## config.mk

```make
export PLATFORM = sky130hd
export DESIGN_NAME = fetch_stage
export DESIGN_NICKNAME = d
export VERILOG_FILES = /design/src/rtl/fetch_stage.sv
export SDC_FILE = /design/constraint.sdc
export NUM_CORES = 1
export LEC_CHECK = 0
export BUFFER_PORTS_ARGS = -buffer_cell sky130_fd_sc_hd__clkbuf_2
export CORE_ASPECT_RATIO = 1.1
export CORE_MARGIN = 2
export CORE_UTILIZATION = 53
export DETAILED_ROUTE_END_ITERATION = 8
export MAX_ROUTING_LAYER = met4
export PLACE_DENSITY = 0.86
export SKIP_CTS_REPAIR_TIMING = 1
export SYNTH_ARGS = -nofsm -noshare
export SYNTH_HDL_FRONTEND = slang
export SYNTH_SLANG_ARGS = --single-unit
```

## constraint.sdc

```tcl
create_clock -name clk -period 10.7 [get_ports clk]
set_input_delay 0.535 -clock clk [delete_from_list [all_inputs] [get_ports clk]]
set_output_delay 0.535 -clock clk [all_outputs]
set_load 0.01 [all_outputs]
```

## src/rtl/fetch_stage.sv

```systemverilog
// Instruction-fetch stage: one outstanding imem request, one-entry decode buffer, PC+4 write-back.
// Optional misaligned-fetch trap enabled by defining FETCH_MISALIGN_CHECK_EN.
module fetch_stage #(
    parameter int unsigned XLEN    = 64,
    parameter int unsigned ILEN    = 32,
    parameter int unsigned PC_STEP = 4
) (
    input  logic            clk,
    input  logic            rst,
    input  logic [XLEN-1:0] pc,
    input  logic            redirect,
    output logic            pc_if_write_en,
    output logic [XLEN-1:0] pc_if_write,
    output logic            imem_req_valid,
    input  logic            imem_req_ready,
    output logic [XLEN-1:0] imem_req_addr,
    input  logic            imem_resp_valid,
    input  logic [ILEN-1:0] imem_resp_data,
    output logic            inst_valid,
    input  logic            inst_ready,
    output logic [ILEN-1:0] inst_data,
    output logic [XLEN-1:0] inst_pc,
    output logic            inst_fault
);

    typedef enum logic [1:0] {
        S_REQ  = 2'd0,
        S_WAIT = 2'd1,
        S_FULL = 2'd2
    } state_e;

    state_e          state_q, state_d;
    logic [XLEN-1:0] req_pc_q, req_pc_d;
    logic [XLEN-1:0] inst_pc_q, inst_pc_d;
    logic [ILEN-1:0] inst_data_q, inst_data_d;
    logic            discard_q, discard_d;
    logic            misalign;
    logic            resp_keep;

`ifdef FETCH_MISALIGN_CHECK_EN
    logic            fault_q, fault_d;
    assign misalign = (pc[1:0] != 2'b00);
`else
    assign misalign = 1'b0;
`endif

    // A response is only usable if nothing redirected the PC since the request went out.
    assign resp_keep = imem_resp_valid && !discard_q && !redirect;

    always_ff @(posedge clk or posedge rst) begin
        if (rst) begin
            state_q <= S_REQ;
        end else begin
            state_q <= state_d;
        end
    end

    always_comb begin
        state_d = state_q;
        case (state_q)
            S_REQ: begin
                if (misalign) begin
                    if (!redirect) begin
                        state_d = S_FULL;
                    end
                end else if (imem_req_ready) begin
                    state_d = S_WAIT;
                end
            end
            S_WAIT: begin
                if (imem_resp_valid) begin
                    state_d = resp_keep ? S_FULL : S_REQ;
                end
            end
            S_FULL: begin
                if (redirect || inst_ready) begin
                    state_d = S_REQ;
                end
            end
            default: state_d = S_REQ;
        endcase
    end

    // pc_if_write is derived from registered state only, so the register block sees no loop.
    always_comb begin
        imem_req_valid = 1'b0;
        pc_if_write_en = 1'b0;
        pc_if_write    = '0;
        if (!rst) begin
            imem_req_valid = (state_q == S_REQ) && !misalign;
            pc_if_write_en = (state_q == S_WAIT) && resp_keep;
            if (state_q == S_WAIT) begin
                pc_if_write = req_pc_q + XLEN'(PC_STEP);
            end
        end
    end

    assign imem_req_addr = pc;
    assign inst_valid    = (state_q == S_FULL);
    assign inst_data     = inst_data_q;
    assign inst_pc       = inst_pc_q;

    always_comb begin
        req_pc_d    = req_pc_q;
        inst_pc_d   = inst_pc_q;
        inst_data_d = inst_data_q;
        discard_d   = discard_q;
`ifdef FETCH_MISALIGN_CHECK_EN
        fault_d     = fault_q;
`endif
        case (state_q)
            S_REQ: begin
                if (misalign) begin
`ifdef FETCH_MISALIGN_CHECK_EN
                    if (!redirect) begin
                        inst_data_d = '0;
                        inst_pc_d   = pc;
                        fault_d     = 1'b1;
                    end
`endif
                end else if (imem_req_ready) begin
                    req_pc_d  = pc;
                    discard_d = redirect;
                end
            end
            S_WAIT: begin
                if (imem_resp_valid) begin
                    discard_d = 1'b0;
                    if (resp_keep) begin
                        inst_data_d = imem_resp_data;
                        inst_pc_d   = req_pc_q;
                    end
                end else if (redirect) begin
                    discard_d = 1'b1;
                end
            end
            S_FULL: begin
`ifdef FETCH_MISALIGN_CHECK_EN
                if (redirect || inst_ready) begin
                    fault_d = 1'b0;
                end
`endif
            end
            default: begin
                discard_d = 1'b0;
            end
        endcase
    end

    always_ff @(posedge clk or posedge rst) begin
        if (rst) begin
            req_pc_q    <= '0;
            inst_pc_q   <= '0;
            inst_data_q <= '0;
            discard_q   <= 1'b0;
        end else begin
            req_pc_q    <= req_pc_d;
            inst_pc_q   <= inst_pc_d;
            inst_data_q <= inst_data_d;
            discard_q   <= discard_d;
        end
    end

`ifdef FETCH_MISALIGN_CHECK_EN
    always_ff @(posedge clk or posedge rst) begin
        if (rst) begin
            fault_q <= 1'b0;
        end else begin
            fault_q <= fault_d;
        end
    end

    assign inst_fault = fault_q;
`else
    assign inst_fault = 1'b0;
`endif

endmodule

```

---- Word-level counts from Yosys, hierarchy flattened ----
Cells that the tools add are included.
storage, ports and cells
  register bits after elaboration ......... 163
  bits of input ports ..................... 102
  output and inout port bits .............. 228
  word-level logic and storage cells ...... 37
operators by class
  add/sub/neg operators ................... 1
  equal/unequal tests ..................... 6
  mux-type cells .......................... 13
  bitwise gates (word level) .............. 1
  reduce and logical (&&, ||, !) cells .... 11
operator list
  cell                                                  count
  2-to-1 mux 64 bit                                     2
  adder 64 x 3 -> 64 bit (second input constant)        1
  AND reduction 3 bit                                   3
  2-to-1 mux 2 bit                                      4
  case mux 2 bit (3 select lines)                       1
  2-to-1 mux 1 bit                                      5
  != test 2 bit (second input constant)                 2
  logical AND 1 bit                                     3
  != test 3 bit (second input constant)                 1
  case mux 1 bit (3 select lines)                       1
  equality test 2 x 1 -> 1 bit (second input constant)  1
  equality test 2 bit (second input constant)           1
  zero test 1 bit                                       2
  zero test 2 bit                                       1
  != test 2 x 1 -> 1 bit (second input constant)        1
  AND reduction 2 bit                                   1
  logical OR 1 bit                                      1
  NOT 1 bit                                             1

---- Longest topological paths before layout ----
  depth after elaboration ................. 6
  depth in mapped cells ................... 7
  gate-level depth less buffers ........... 6

---- Worst setup path after synthesis ----
No wires, ideal clock.
  path kind ............................... register -> output
  start point ............................. register req_pc_q[2]
  end point ............................... output port pc_if_write[50]
  arrival time ............................ 2.102 ns
  data required time ...................... 10.165 ns
  slack ................................... 8.063 ns
  cell stages (with the launch flop) ...... 7
  buffers on the path ..................... 0
  path through ............................ dfrtp_1 -> ha_1 -> and4_1 -> nand4_2 -> or4_4 -> or3_1 -> a21oi_1
on the way
  longest elaborated chain between the ends .. 3
RTL lines
  item                    RTL line  text
  from (decl)             33        logic [XLEN-1:0] req_pc_q, req_pc_d;
  from (signal assigned)  157       req_pc_q <= req_pc_d;
  adder 64 x 3 -> 64 bit  93        pc_if_write = req_pc_q + XLEN'(PC_STEP);
  2-to-1 mux 64 bit       92        if (state_q == S_WAIT) begin
  2-to-1 mux 64 bit       89        if (!rst) begin
  to (decl)               13        output logic [XLEN-1:0] pc_if_write,
No other way between the ends.

---- Worst setup path after layout ----
  start point ............................. register req_pc_q[2]
  end point ............................... output port pc_if_write[56]
Same word-level chain as after synthesis.

==> reports/metrics.csv <==
stage,metric,value,unit
worst_setup_path,CP Max Fanout,10,
drt,wire per inst,19.1,µm
drt,Via-to-Cell Ratio,5.64,
flow_run,maxcap violations,0,
timing,unrepaired setup endpoints after global routing,no,
worst_setup_path,crit-path cells,"ha_1, nand4_1, nor4_4, nand4_2, or3_1, a21oi_1, clkbuf_2",
layout,Layout area overhead,22.3,%
placement,pre-CTS setup slack,7.55,ns
clock_tree,clk buf depth,2,
timing,Worst-Margin Slew,0.951,ns
worst_setup_path,crit end category,output port,
die,core area,0.0156,mm²
clock_tree,clk slew on worst S/H paths,0.07,ns
drt,ANT nets after route,0,
die,die height,136,µm
synthesis,adder-cell area share of the yosys netlist,0.149,%
timing,Fin Clk Skew,0.00845,ns
pwr,PD cells,259,mW/mm²
synthesis,Post-Syn Area per Cell,11.1,µm²
timing,Setup WS post-layout,7.06,ns
synthesis,Cell variety after synth,45,
drt,first-pass iteration count of the detailed router,5,
synthesis,sequential share of the synthesized area,48.6,%
layout,Finished Layout Cells,1221,
synthesis,Gate Count Post-Synth,753,
die,die area,0.0169,mm²
die,Ports,330,
layout,share of post-route cells with drive strength above 1,52.5,%
global_routing,initial antenna violation count,0,
drt,total number of vias,6890,
synthesis,largest family of logic cells by synthesized area,multiplexers,
timing,final hold vios,0,
clock_tree,CTS root buf,clkbuf_16,
timing,relative slew slack,36.6,%
layout,"commonest cells after routing, fill and taps aside","clkbuf_2, dfrtp_1, mux2_2",
synthesis,YS warnings,0,
clock_tree,CTS buffer count,17,
synthesis,"EDFF count, synth",0,
synthesis,synthesized area,0.00840,mm²
timing,crit path time final,3.64,ns
synthesis,ys async rst share,100,%
outcome,status,"finished, final reports clean",
placement,Port-buffer cells,328,
global_routing,largest net degree at the start of global routing,91,
clock_tree,CTS tree,done,
timing,FMAX,0.275,GHz
die,initial core utilization,53.8,%
min_path,worst hold path type,in -> reg,
drt,DRT iter0 DRCs,430,
layout,"commonest non-fill, non-tap cell in the layout",clkbuf_2,
timing,final setup fails,0,
global_routing,Tot GR Track Use,28.1,%
clock_tree,Worst-Skew Late Latency,0.43,ns
synthesis,"flops & latches, synth",163,
worst_setup_path,max incr delay on CP,0.75,ns
worst_setup_path,path type of the worst setup path,reg -> out,
global_routing,vias in the first global route,6417,
synthesis,Mapped Nets,856,
drt,routed wire length,23.4,mm
worst_setup_path,Critical Path Slowest Stage Cell,nor4_4,
timing,fin. max-slew vios,0,
synthesis,mux share of post-synthesis cell area,19.6,%
pwr,Leakage,4.84,nW
placement,detailed placement HPWL,17.2,mm
worst_setup_path,Worst path top cell family by delay,simple AND/OR/NAND/NOR gates,
global_routing,GRT Residual Overflow,0,
clock_tree,# clock sinks,163,
pwr,Peak VDD IR,0.129,mV
drt,DRC errors left,0,
timing,crit share post-route,34.0,%
layout,Ant. Diodes,0,
placement,Placed Cells,1189,
die,row cnt,48,
worst_setup_path,Buf/Inv on CP,1,
timing,TNS Setup,0,ns
clock_tree,H-tree depth,4,
worst_setup_path,Worst Setup Start Kind,flip-flop,
synthesis,Synth Flop Type,dfrtp_1,
placement,GPL Wtd Cong,0.886,
worst_setup_path,CP Data Required Time,10.17,ns
synthesis,post-synthesis xor/xnor area fraction,3.55,%
global_routing,first-pass GRT wire length,34.6,mm
synthesis,compound-gate portion of the synthesized area,4.31,%
die,Chip Width,124,µm
worst_setup_path,Critical Path AT,3.10,ns
synthesis,Post-Synth Simple-Gate Area,15.9,%
layout,Total Nets Final,1111,
## layer usage
metal	GRT usage, %	up-vias	wire (µm)
li1	-	3136	-
met1	35.9	3423	9540
met4	9.43	0	449
met3	6.00	29	1500
met5	-	-	0
met2	44.4	302	11900
## Yosys cell counts, drive strengths merged (6+ instances only)
library cell    n  area share, %
a21oi          21            1.3
xnor2           8           0.83
xor2           26            2.7
or4             8           0.76
clkbuf         24            1.1
buf            74            6.3
or3            15            1.1
nand4          29            2.6
nor2           51            2.3
and3            9           0.67
nand2          50            2.2
o21ai          31            1.8
nand3          31            2.2
dfrtp         163             49
and4            6           0.63
inv            12           0.54
nor3            9           0.60
mux2          144             19
nor4           13            1.8
## state kept, by name, summed over array words and instances (netlist names)
name	cells
inst_pc	64
req_pc_q	64
inst_data	32
state_q	2
discard_q	1
## logic make-up (layout without fill, tap and decap cells)
family / count (synthesis) / in the layout
and+or+nand+nor: 233 / 233
DFF: 163 / 163
muxes: 146 / 146
buffers and inverters: 110 / 378
AOI/OAI and AO/OA: 65 / 65
xor gates and xnor gates: 34 / 34
adders and majority gates: 1 / 1
other: 1 / 1
## path summary, 6_finish.rpt
path,startpoint,slack [ns],cells after the start,to
worst max-delay path,req_pc_q[2]$_DFFE_PP0P_,7.06,7,pc_if_write[56]
worst min-delay path,inst_ready,0.27,2,state_q[1]$_DFFE_PP0P_
worst min register to register,inst_pc[60]$_DFFE_PP0P_,0.48,2,inst_pc[60]$_DFFE_PP0P_
max in group asynchronous,rst,8.93,3,inst_pc[34]$_DFFE_PP0P_
min in group asynchronous,rst,0.28,2,state_q[0]$_DFFE_PP0P_
worst max register to register,state_q[0]$_DFFE_PP0P_,8.48,4,req_pc_q[24]$_DFFE_PP0P_
## layout make-up
cell class | count | area, µm²
clock buffer | 19 | 443
sequential | 163 | 4080
fill | 1230 | 5350
clock inverter | 13 | 103
tap | 200 | 250
multi-input combinational | 480 | 3660
inverter | 12 | 50.0
timing repair buffer | 334 | 1690
## worst reg2reg max path, delay by kind of cell, from the launching register on
family | cells | cell delay [ns]
muxes | 1 | 0.47
and+or+nand+nor | 2 | 0.41
buffers and inverters | 1 | 0.73
DFF | 1 | 0.50
## where the power goes
group	leakage (nW)	internal, mW	switching (mW)	total [mW]
logic	2.64	0.452	0.481	0.933
registers	1.95	0.893	0.267	1.16
clock network	0.249	0.305	0.264	0.569
total	4.84	1.65	1.01	2.66
## metrics by stage
| stage | total power, mW | area [µm²] | utilization (%) | hold WS [ns] |
|---|---|---|---|---|
| 3_3_place_gp | 2.06 | 9720 | 62.3 | 0.469 |
| 3_5_place_dp | 2.10 | 9720 | 62.3 | 0.470 |
| 5_1_grt | 2.81 | 10300 | 65.8 | 0.270 |
| 6_report | 2.66 | 10300 | 65.8 | 0.271 |
| 4_1_cts | 2.67 | 10300 | 65.8 | 0.265 |
| 2_1_floorplan | 1.69 | 8400 | - | 0.463 |
(Power assumes the default switching activity.)
